==> src/rtl/aes_mixcolumns_seq.sv <==
// aes_mixcolumns_seq: iterative AES MixColumns / InvMixColumns unit.
// Transforms COLS_PER_CYCLE columns per clock (1, 2 or 4). valid/ready
// handshakes sit on both the input and the output side.
// Optional macro AES_MXC_OVERLAP_EN: in DONE, a result can retire and the
// next block can be accepted on the same edge.
module aes_mixcolumns_seq #(
    parameter int COLS_PER_CYCLE = 1
) (
    input  logic         clk,
    input  logic         rst_n,
    input  logic         in_valid,
    output logic         in_ready,
    input  logic         inv_i,
    input  logic [127:0] mxc_i,
    output logic         out_valid,
    input  logic         out_ready,
    output logic [127:0] mxc_o,
    output logic         busy
);

    generate
        if (!(COLS_PER_CYCLE == 1 || COLS_PER_CYCLE == 2 || COLS_PER_CYCLE == 4)) begin : g_bad_cols
            $error("aes_mixcolumns_seq: COLS_PER_CYCLE must be 1, 2 or 4");
        end
    endgenerate

    typedef enum logic [1:0] {
        IDLE = 2'd0,
        RUN  = 2'd1,
        DONE = 2'd2
    } state_t;

    // With 4 columns per cycle this step wraps to 0, so col_cnt stays at 0.
    localparam logic [1:0] COL_STEP = 2'(COLS_PER_CYCLE);

    state_t       state_q;
    state_t       state_d;
    logic [127:0] work_q;
    logic [127:0] work_next;
    logic         mode_q;
    logic [1:0]   col_cnt;
    logic         last_step;
    logic         load;

    // GF(2^8) multiply by 2 with reduction polynomial 0x11B.
    function automatic logic [7:0] xtime(input logic [7:0] b);
        return {b[6:0], 1'b0} ^ (b[7] ? 8'h1b : 8'h00);
    endfunction

    // One column through the forward or inverse matrix. All constant
    // multiplies are built from the x2/x4/x8 xtime chain.
    function automatic logic [31:0] mix_column(input logic [31:0] col, input logic inv);
        logic [7:0] a  [4];
        logic [7:0] x2 [4];
        logic [7:0] x4 [4];
        logic [7:0] x8 [4];
        logic [7:0] m3 [4];
        logic [7:0] m9 [4];
        logic [7:0] mb [4];
        logic [7:0] md [4];
        logic [7:0] me [4];
        logic [31:0] res;
        res = '0;
        for (int i = 0; i < 4; i++) begin
            a[i]  = col[31-8*i -: 8];
            x2[i] = xtime(a[i]);
            x4[i] = xtime(x2[i]);
            x8[i] = xtime(x4[i]);
            m3[i] = x2[i] ^ a[i];
            m9[i] = x8[i] ^ a[i];
            mb[i] = x8[i] ^ x2[i] ^ a[i];
            md[i] = x8[i] ^ x4[i] ^ a[i];
            me[i] = x8[i] ^ x4[i] ^ x2[i];
        end
        for (int r = 0; r < 4; r++) begin
            if (inv) begin
                res[31-8*r -: 8] = me[2'(r)] ^ mb[2'(r + 1)] ^ md[2'(r + 2)] ^ m9[2'(r + 3)];
            end else begin
                res[31-8*r -: 8] = x2[2'(r)] ^ m3[2'(r + 1)] ^ a[2'(r + 2)] ^ a[2'(r + 3)];
            end
        end
        return res;
    endfunction

    // Working register with the current group of columns transformed in place.
    always_comb begin
        work_next = work_q;
        last_step = (int'(col_cnt) + COLS_PER_CYCLE) >= 4;
        for (int k = 0; k < 4; k++) begin
            if (k >= int'(col_cnt) && k < int'(col_cnt) + COLS_PER_CYCLE) begin
                work_next[127-32*k -: 32] = mix_column(work_q[127-32*k -: 32], mode_q);
            end
        end
    end

    // State register.
    always_ff @(posedge clk or negedge rst_n) begin
        if (!rst_n) begin
            state_q <= IDLE;
        end else begin
            state_q <= state_d;
        end
    end

    // Next-state decode plus handshake outputs and the block-load strobe.
    always_comb begin
        state_d   = state_q;
        in_ready  = 1'b0;
        out_valid = 1'b0;
        busy      = 1'b1;
        load      = 1'b0;
        case (state_q)
            IDLE: begin
                busy     = 1'b0;
                in_ready = 1'b1;
                if (in_valid) begin
                    load    = 1'b1;
                    state_d = RUN;
                end
            end
            RUN: begin
                if (last_step) begin
                    state_d = DONE;
                end
            end
            DONE: begin
                out_valid = 1'b1;
`ifdef AES_MXC_OVERLAP_EN
                in_ready = out_ready;
                if (out_ready) begin
                    if (in_valid) begin
                        load    = 1'b1;
                        state_d = RUN;
                    end else begin
                        state_d = IDLE;
                    end
                end
`else
                if (out_ready) begin
                    state_d = IDLE;
                end
`endif
            end
            default: begin
                busy    = 1'b0;
                state_d = IDLE;
            end
        endcase
    end

    // Datapath: load on accept, step columns in RUN, publish the result on entry to DONE.
    always_ff @(posedge clk or negedge rst_n) begin
        if (!rst_n) begin
            work_q  <= '0;
            mode_q  <= 1'b0;
            col_cnt <= 2'd0;
            mxc_o   <= '0;
        end else if (load) begin
            work_q  <= mxc_i;
            mode_q  <= inv_i;
            col_cnt <= 2'd0;
        end else if (state_q == RUN) begin
            work_q  <= work_next;
            col_cnt <= col_cnt + COL_STEP;
            if (last_step) begin
                mxc_o <= work_next;
            end
        end
    end

endmodule

==> config.mk <==
export PLATFORM = sky130hd
export DESIGN_NAME = aes_mixcolumns_seq
export DESIGN_NICKNAME = d
export VERILOG_FILES = /design/src/rtl/aes_mixcolumns_seq.sv
export SDC_FILE = /design/constraint.sdc
export NUM_CORES = 1
export LEC_CHECK = 0
export BUFFER_PORTS_ARGS = -buffer_cell sky130_fd_sc_hd__clkbuf_2
export CORE_MARGIN = 4
export CORE_UTILIZATION = 43
export CTS_BUF_LIST = sky130_fd_sc_hd__clkbuf_8 sky130_fd_sc_hd__clkbuf_16
export DETAILED_ROUTE_END_ITERATION = 7
export GPL_TIMING_DRIVEN = 0
export PLACE_DENSITY = 0.77
export SLEW_MARGIN = 40
export SYNTH_ARGS = -nofsm -noshare
export SYNTH_HDL_FRONTEND = slang
export SYNTH_SLANG_ARGS = --single-unit
==> constraint.sdc <==
create_clock -name clk -period 3.95 [get_ports clk]
set_clock_uncertainty 0.05 [all_clocks]
set_input_delay 0.79 -clock clk [delete_from_list [all_inputs] [get_ports clk]]
set_output_delay 0.79 -clock clk [all_outputs]
set_load 0.02 [all_outputs]
# --- Yosys cells after proc, flatten, opt, wreduce, memory -nomap -nowiden ---
# Cells that the tools add are included.
totals:
  register_bits: 260
classes:
  addsub: 2
  order_cmp: 8
  n_eq_ne: 5
  n_mux: 17
  bitwise: 1
  reduce_logical: 8
ops:
  columns: ["cell", "n"]
  rows:
  - ["$mux 128", 2]
  - ["$mux 32", 4]
  - ["$ge 32x4->1 const B", 1]
  - ["$lt 1x32->1 const A", 1]
  - ["$lt 2x32->1 const A", 1]
  - ["$lt 3x32->1 const A", 1]
  - ["$mux 2", 5]
  - ["$ne 2x2->1 const B", 3]
  - ["$pmux 2 s3", 1]
  - ["$reduce_and 3->1", 2]
  - ["$mux 1", 5]
  - ["$ge 1x2->1 const A", 2]
  - ["$add 2x1->3 const B", 1]
  - ["$logic_and 1x1->1", 3]
  - ["$lt 2x3->1 const A", 1]
  - ["$add 2x1->2 const B", 1]
  - ["$eq 2x1->1 const B", 1]
  - ["$eq 2x2->1 const B", 1]
  - ["$ge 2x2->1 const A", 1]
  - ["$logic_not 2->1", 1]
  - ["$reduce_bool 2->1", 1]
  - ["$reduce_or 2->1", 1]
  - ["$not 1->1", 1]

# --- Logic depth before layout (Yosys ltp) ---
# Gate-level depths: netlist (run 1).
depth:
  depth_word: 6
  mapped_depth: 7
  depth_no_buf: 5

# --- Worst setup path after synthesis (run 1) ---
# Ideal clock, no wire load.
synth_path:
  path_kind: "reg-to-reg"
  start: "register state_q[0]"
  end: "register mxc_o[0]"
  t_arrival_ns: 1.682
  required_time_ns: 3.775
  path_slack_ns: 2.093
  stages_incl_launch_ff: 8
  n_path_buf: 2
  path_cell_list: "dfrtp_1 > inv_1 > ha_1 > nand2_1 > and3_4 > buf_6 > buf_6 > mux2_4"
synth_via:
  elab_chain_cells: 4
  word_cells_on_any_way: 5
  cone_classes: "eq/ne: 1; mux: 1; bitwise: 1; reduce/logical: 2"
synth_lines:
  columns: ["element", "line_no", "source"]
  rows:
  - ["start, declared", "36", "state_t state_q;"]
  - ["start signal, assigned", "101", "state_q <= state_d;"]
  - ["$logic_not 2->1", "112", "case (state_q)"]
  - ["$mux 1", "112", null]
  - ["$not 1->1 (no line)", null, null]
  - ["$reduce_and 3->1 (no line) (*)", null, null]
  - ["end signal, assigned", "166", "mxc_o <= work_next;"]
  - ["end, declared", "17", "output logic [127:0] mxc_o,"]
# Mark *: on every way between the ends. The rest lies on a longest branch, timed or not.
# A chain may end at the register's enable or synchronous reset.

# --- Final worst setup path (run 1) ---
layout_path:
  start: "register state_q[0]"
  end: "output in_ready"
layout_via:
  elab_chain_cells: 2
layout_lines:
  columns: ["element", "line_no", "source"]
  rows:
  - ["$logic_not 2->1", "112", null]
  - ["$mux 1", "112", null]
  - ["end, declared", "12", "output logic in_ready,"]
# No other way between the ends.

==> results.yml, run 1 <==
status:
  status: "finished clean"
setup_path:
  path_class: "reg -> out"
  crit_path_start_kind: "flop"
  crit_fanout: 5
  reg2reg_slack_ns: 1.91
  crit_required_ns: 3.11
  cp-startpoint: "state_q[0]$_DFFE_PN0P_"
  endpoint: "in_ready"
  path_buf_inv: 2
  cpMaxStageDelayCell: "dfrtp_1"
  r2r_end: "work_q[44]$_DFFE_PN0P_"
  r2r-start: "state_q[0]$_DFFE_PN0P_"
  critical_path_depth: 3
  path_cells: "inv_1 -> ha_1 -> clkbuf_2"
  crit_family: "flip-flops"
  max_stage_delay_ns: 0.39
  r2r_cells: 6
  end_kind: "output port"
  crit_arrival_ns: 1.49
global_routing:
  grt_pass1_wl_um: 33800
  grt_pass1_vias: 6164
  antenna_found_initial: 0
  track_usage: 0.159
  grt_max_degree: 73
  globalRouteOverflowTotal: 0
sta:
  finalSetupTns_ns: 0
  period_needed_ns: 2.33
  slew_violations: 0
  tightest_slew_ns: 0.476
  hold-worst-slack_ns: 0.182
  rsz0062_at_grt: "false"
  period_share: 0.589
  relSlewSlack: 0.683
  maxClockFrequency_mhz: 430
  hold_viol: 0
  final-setup-viol-count: 0
die:
  core_mm2: 0.0229
  boundaryPins: 264
  rows: 55
  die_area_mm2: 0.0261
  die_w_um: 162
  die_y_um: 162
  start_util: 0.443
route:
  firstDrtPassIters: 4
  drt-wirelength-per-cell_um: 17.9
  drtAntennaViolNets: 0
  viasPerCell: 4.80
  num_vias: 5721
  routed_wl_um: 21300
  dr.first_iter.drc_count: 204
  drc: 0
cts:
  tritoncts: "built"
  clock_sinks: 260
  clk_pin_slew_ns: 0.06
  post_cts_resized: 0
  cts_htree_levels: 1
  numCtsBuffers: 28
  cts_buffer_depth: 3
  hold_buffers: 0
  postCtsSetupBuffers: 0
  clkLatencyLatePin_ns: 0.52
  cts_root_buffer: "clkbuf_16"
logic_synthesis:
  synth_area_leaders: "dfrtp_1 (64%), mux2_2 (17%), mux2_4 (15%)"
  syn-cell-area_mm2: 0.0101
  ys.flop_type: "dfrtp_1"
  synth.distinct_cells: 14
  synth_top_area_cell: "dfrtp_1"
  seq_area_frac_synth: 0.641
  synth_most_common_cell: "dfrtp_1"
  synth_common_cells: "dfrtp_1 (260), mux2_2 (156), mux2_4 (100), buf_2 (14), buf_6 (14)"
  async_reset_ff_frac: 1.00
  synth_top_area_frac: 0.641
  yosys_register_bits: 260
  synth_area_per_cell_um2: 18.0
  synth_edf_count: 0
  synth_cells: 563
  yosys_warnings: 0
  syn-num-nets: 701
run:
  maxCapViolations: 0
place:
  place_congestion: 0.739
  dpl.hpwl_um: 15100
  portBuffers: 262
power_and_ir_drop:
  power_leakage_nw: 6.40
  powerDensity_mw_per_mm2: 848
  ir_drop_mv: 0.632
cells_and_area:
  area_growth_syn_to_layout_pct: 27.5
  n_antenna_cell: 0
  nets: 996
  drive_above_1_share: 0.676
min_path:
  hold_class: "in -> async"
cells in the final DEF (no fill, tap or decap), drive strengths merged:
master  count
ha          5
bufinv      4
mux2      258
mux2i       1
clkinv      5
xnor2       1
and3        1
inv        12
clkbuf    298
a21oi       2
a222oi      1
dfrtp     260
buf        31
nand2       1
state kept, by name, indices dropped and copies added, names as in the netlist:
name     cells
col_cnt      2
mxc_o      128
work_q     128
state_q      2
through the flow:
stage | worst slack (ns) | cell area (um^2) | util | total power [mW] | cells
6_report | 1.62 | 12900 | 0.565 | 11.0 | 1193
5_1_grt | 1.54 | 12900 | 0.565 | 11.6 | 1193
4_1_cts | 1.61 | 12900 | 0.565 | 11.1 | 1193
3_5_place_dp | 1.68 | 11900 | 0.521 | 8.32 | 1141
3_3_place_gp | -3.29 | 11900 | 0.517 | 8.15 | 1138
2_1_floorplan | 2.09 | 10100 | - | 7.10 | 563
per-layer routing:
metal,global-route usage,vias up,routed length (um)
met1,0.207,2940,8850
met2,0.265,174,10400
met3,0.0482,34,1580
met4,0.0408,0,542
li1,-,2573,-
met5,0,-,0
power by group:
group	total [mW]	switching [mW]	leakage (nW)	internal (mW)
Combinational	3.66	1.74	2.69	1.93
Clock	2.73	1.01	0.521	1.71
Sequential	4.58	0.662	3.18	3.92
worst min path at each step:
| stage | startpoint | endpoint | cells past startpoint |
|---|---|---|---|
| CTS | rst_n | work_q[7]$_DFFE_PN0P_ | 1 |
| global route | rst_n | mxc_o[7]$_DFFE_PN0P_ | 1 |
| finish | rst_n | work_q[14]$_DFFE_PN0P_ | 1 |
| floorplan | work_q[41]$_DFFE_PN0P_ | mxc_o[41]$_DFFE_PN0P_ | 1 |
| detailed placement | work_q[53]$_DFFE_PN0P_ | mxc_o[53]$_DFFE_PN0P_ | 1 |
| global placement | work_q[53]$_DFFE_PN0P_ | mxc_o[53]$_DFFE_PN0P_ | 1 |
kinds of logic after synthesis:
family	share of synthesized area
mux	0.324
flops	0.641
compound gates	0.00197
fa+ha+maj	0.00616
xor+xnor	0.000863
buf+inv	0.0243
simple gates	0.00148
area by class of cell:
cell class / instances / area (um^2)
Fill cell: 1799 / 9980
Sequential cell: 260 / 6510
Multi-Input combinational cell: 270 / 3400
Timing Repair Buffer: 265 / 1400
Clock buffer: 36 / 822
Tap cell: 313 / 392
Buffer: 28 / 228
Clock inverter: 16 / 171
Inverter: 5 / 18.8
Power figures use the tool's default switching activity.
==> run 2, diff against run 1 <==
- ABC_AREA: not set -> 1
- clock period: 3.95 -> 2.26 ns (I/O delays scaled with it)
==> run 2 against run 1 <==
Via count is 34% higher. Die area is 3.4% lower. Design area is 3.4% lower.
==> results.yml, run 2 <==
place:
  place_congestion: 0.841
  dpl.hpwl_um: 18100
  portBuffers: 262
  dpl_cell_area_mm2: 0.0115
setup_path:
  path_class: "reg -> out"
  crit_path_start_kind: "flop"
  path_buf_inv: 2
  crit_required_ns: 1.76
  end_kind: "output port"
  crit_arrival_ns: 1.48
  path_cells: "inv_1 -> ha_1 -> clkbuf_2"
  crit_family: "flip-flops"
  crit_fanout: 3
  max_stage_delay_ns: 0.38
  cpMaxStageDelayCell: "dfrtp_1"
die:
  boundaryPins: 264
  rows: 54
  start_util: 0.443
  die_area_mm2: 0.0252
  core_mm2: 0.0221
  die_y_um: 159
  die_w_um: 159
cts:
  numCtsBuffers: 27
  clkLatencyLatePin_ns: 0.52
  cts_htree_levels: 1
  clock_sinks: 260
  clk_pin_slew_ns: 0.06
  postCtsSetupBuffers: 0
  cts_buffer_depth: 3
  tritoncts: "built"
  cts_root_buffer: "clkbuf_16"
route:
  routed_wl_um: 25500
  viasPerCell: 4.86
  wl_met1_um: 10600
  wl_met2_um: 12300
  drc: 0
  num_vias: 7675
  drtAntennaViolNets: 0
  met3_length_um: 1500
  drt-wirelength-per-cell_um: 16.1
  routed.top_layer: "met5"
  firstDrtPassIters: 4
  dr.first_iter.drc_count: 501
cells_and_area:
  nets: 1416
  drive_above_1_share: 0.281
  multiInputGateArea_mm2: 0.00239
  fill_cells: 1926
  stdcell_area_mm2: 0.0125
  final_common_cell: "clkbuf_2"
  mostFrequentLayoutCells: "clkbuf_2 (261), dfrtp_1 (260), inv_1 (137)"
  largestRegisters: "mxc_o x128, work_q x128"
  area_growth_syn_to_layout_pct: 27.7
  final-seq-area_mm2: 0.00651
  final_util: 0.566
logic_synthesis:
  synth.distinct_cells: 16
  synth_edf_count: 0
  synth_area_per_cell_um2: 9.96
  seq_area_frac_synth: 0.665
  synth_area_leaders: "dfrtp_1 (66%), a21oi_1 (6.6%), o21ai_1 (6.1%)"
  synth_top_area_frac: 0.665
  syn-cell-area_mm2: 0.00979
  yosys_warnings: 0
  synth_cells: 983
  synth_top_area_cell: "dfrtp_1"
  syn-num-nets: 1121
  yosys_register_bits: 260
  synth_most_common_cell: "dfrtp_1"
  synth_common_cells: "dfrtp_1 (260), nand2_1 (136), inv_1 (134), a21oi_1 (130), nor2_1 (128)"
  async_reset_ff_frac: 1.00
  ys.flop_type: "dfrtp_1"
sta:
  period_needed_ns: 1.98
  tightest_slew_ns: 0.474
  slew_violations: 0
  final-setup-viol-count: 0
  relSlewSlack: 0.684
  maxClockFrequency_mhz: 505
  period_share: 0.876
  hold_viol: 0
  rsz0062_at_grt: "false"
global_routing:
  grt_pass1_wl_um: 41500
  globalRouteOverflowTotal: 0
  grt_max_degree: 74
  antenna_found_initial: 3
  grt_pass1_vias: 7975
  track_usage: 0.200
power_and_ir_drop:
  ir_drop_mv: 0.753
  powerDensity_mw_per_mm2: 1540
  power_leakage_nw: 6.83
run:
  maxCapViolations: 0
min_path:
  hold_class: "in -> reg"
status:
  status: "finished clean"
## run 2: cell families (layout without fill, tap and decap cells)
logic type,after synthesis,after routing,synth area share
AOI/OAI and AO/OA,259,259,0.132
xor gates and xnor gates,1,1,0.000895
adders and majority gates,5,5,0.00639
buffers and inverters,190,504,0.0914
DFF,260,260,0.665
other,0,2,0
and+or+nand+nor,268,268,0.104
## run 2: stage by stage
stage / worst slack, ns / hold slack [ns] / total power [mW] / std cells / TNS (ns)
floorplan: 0.651 / 0.106 / 12.1 / 983 / 0
global placement: -4.53 / 0.418 / 14.4 / 1525 / -1169.55
detailed placement: 0.352 / 0.407 / 14.7 / 1528 / 0
CTS: 0.256 / 0.0645 / 19.5 / 1577 / 0
global route: 0.195 / 0.106 / 20.6 / 1579 / 0
finish: 0.281 / 0.0879 / 19.3 / 1579 / 0
## run 2: path summary, 6_finish.rpt
| check | end | start | cells after the start | slack (ns) |
|---|---|---|---|---|
| max in group asynchronous | work_q[19]$_DFFE_PN0P_ | rst_n | 3 | 1.01 |
| max | busy | state_q[0]$_DFFE_PN0P_ | 3 | 0.28 |
| max reg2reg | work_q[85]$_DFFE_PN0P_ | state_q[0]$_DFFE_PN0P_ | 7 | 0.37 |
| min in group asynchronous | mxc_o[80]$_DFFE_PN0P_ | rst_n | 2 | 0.42 |
| min reg2reg | mxc_o[125]$_DFFE_PN0P_ | mxc_o[125]$_DFFE_PN0P_ | 2 | 0.43 |
| min | col_cnt[0]$_DFFE_PN0P_ | in_valid | 2 | 0.09 |
## run 2: final cells by class
cell class              count  area share
flip-flops and latches    260       0.521
clock inverters            17      0.0171
multi-input cells         533       0.191
plain buffers              56      0.0313
well taps                 280      0.0280
clock buffers              31      0.0585
diodes                      2    0.000400
repair buffers            266       0.113
inverters                 134      0.0402
## run 2: timing repair
| item | in CTS | in global routing |
|---|---|---|
| hold buffers | 1 | 0 |
| endpoints found under the hold margin | 50 | 0 |
| gates resized for setup | 0 | 0 |
## run 2: where the power goes
group          total (mW)  internal [mW]  leakage (nW)  switching (mW)
sequential           7.72           6.81          3.06           0.911
clock                4.68           2.87         0.472            1.81
combinational        6.85           2.28          3.30            4.57
total                19.3           12.0          6.83            7.29
## run 2: layer usage
metal / vias up / track usage
li1: 3675 / -
met1: 3702 / 0.256
met2: 228 / 0.332
met3: 68 / 0.0441
met4: 2 / 0.0824
met5: - / 0
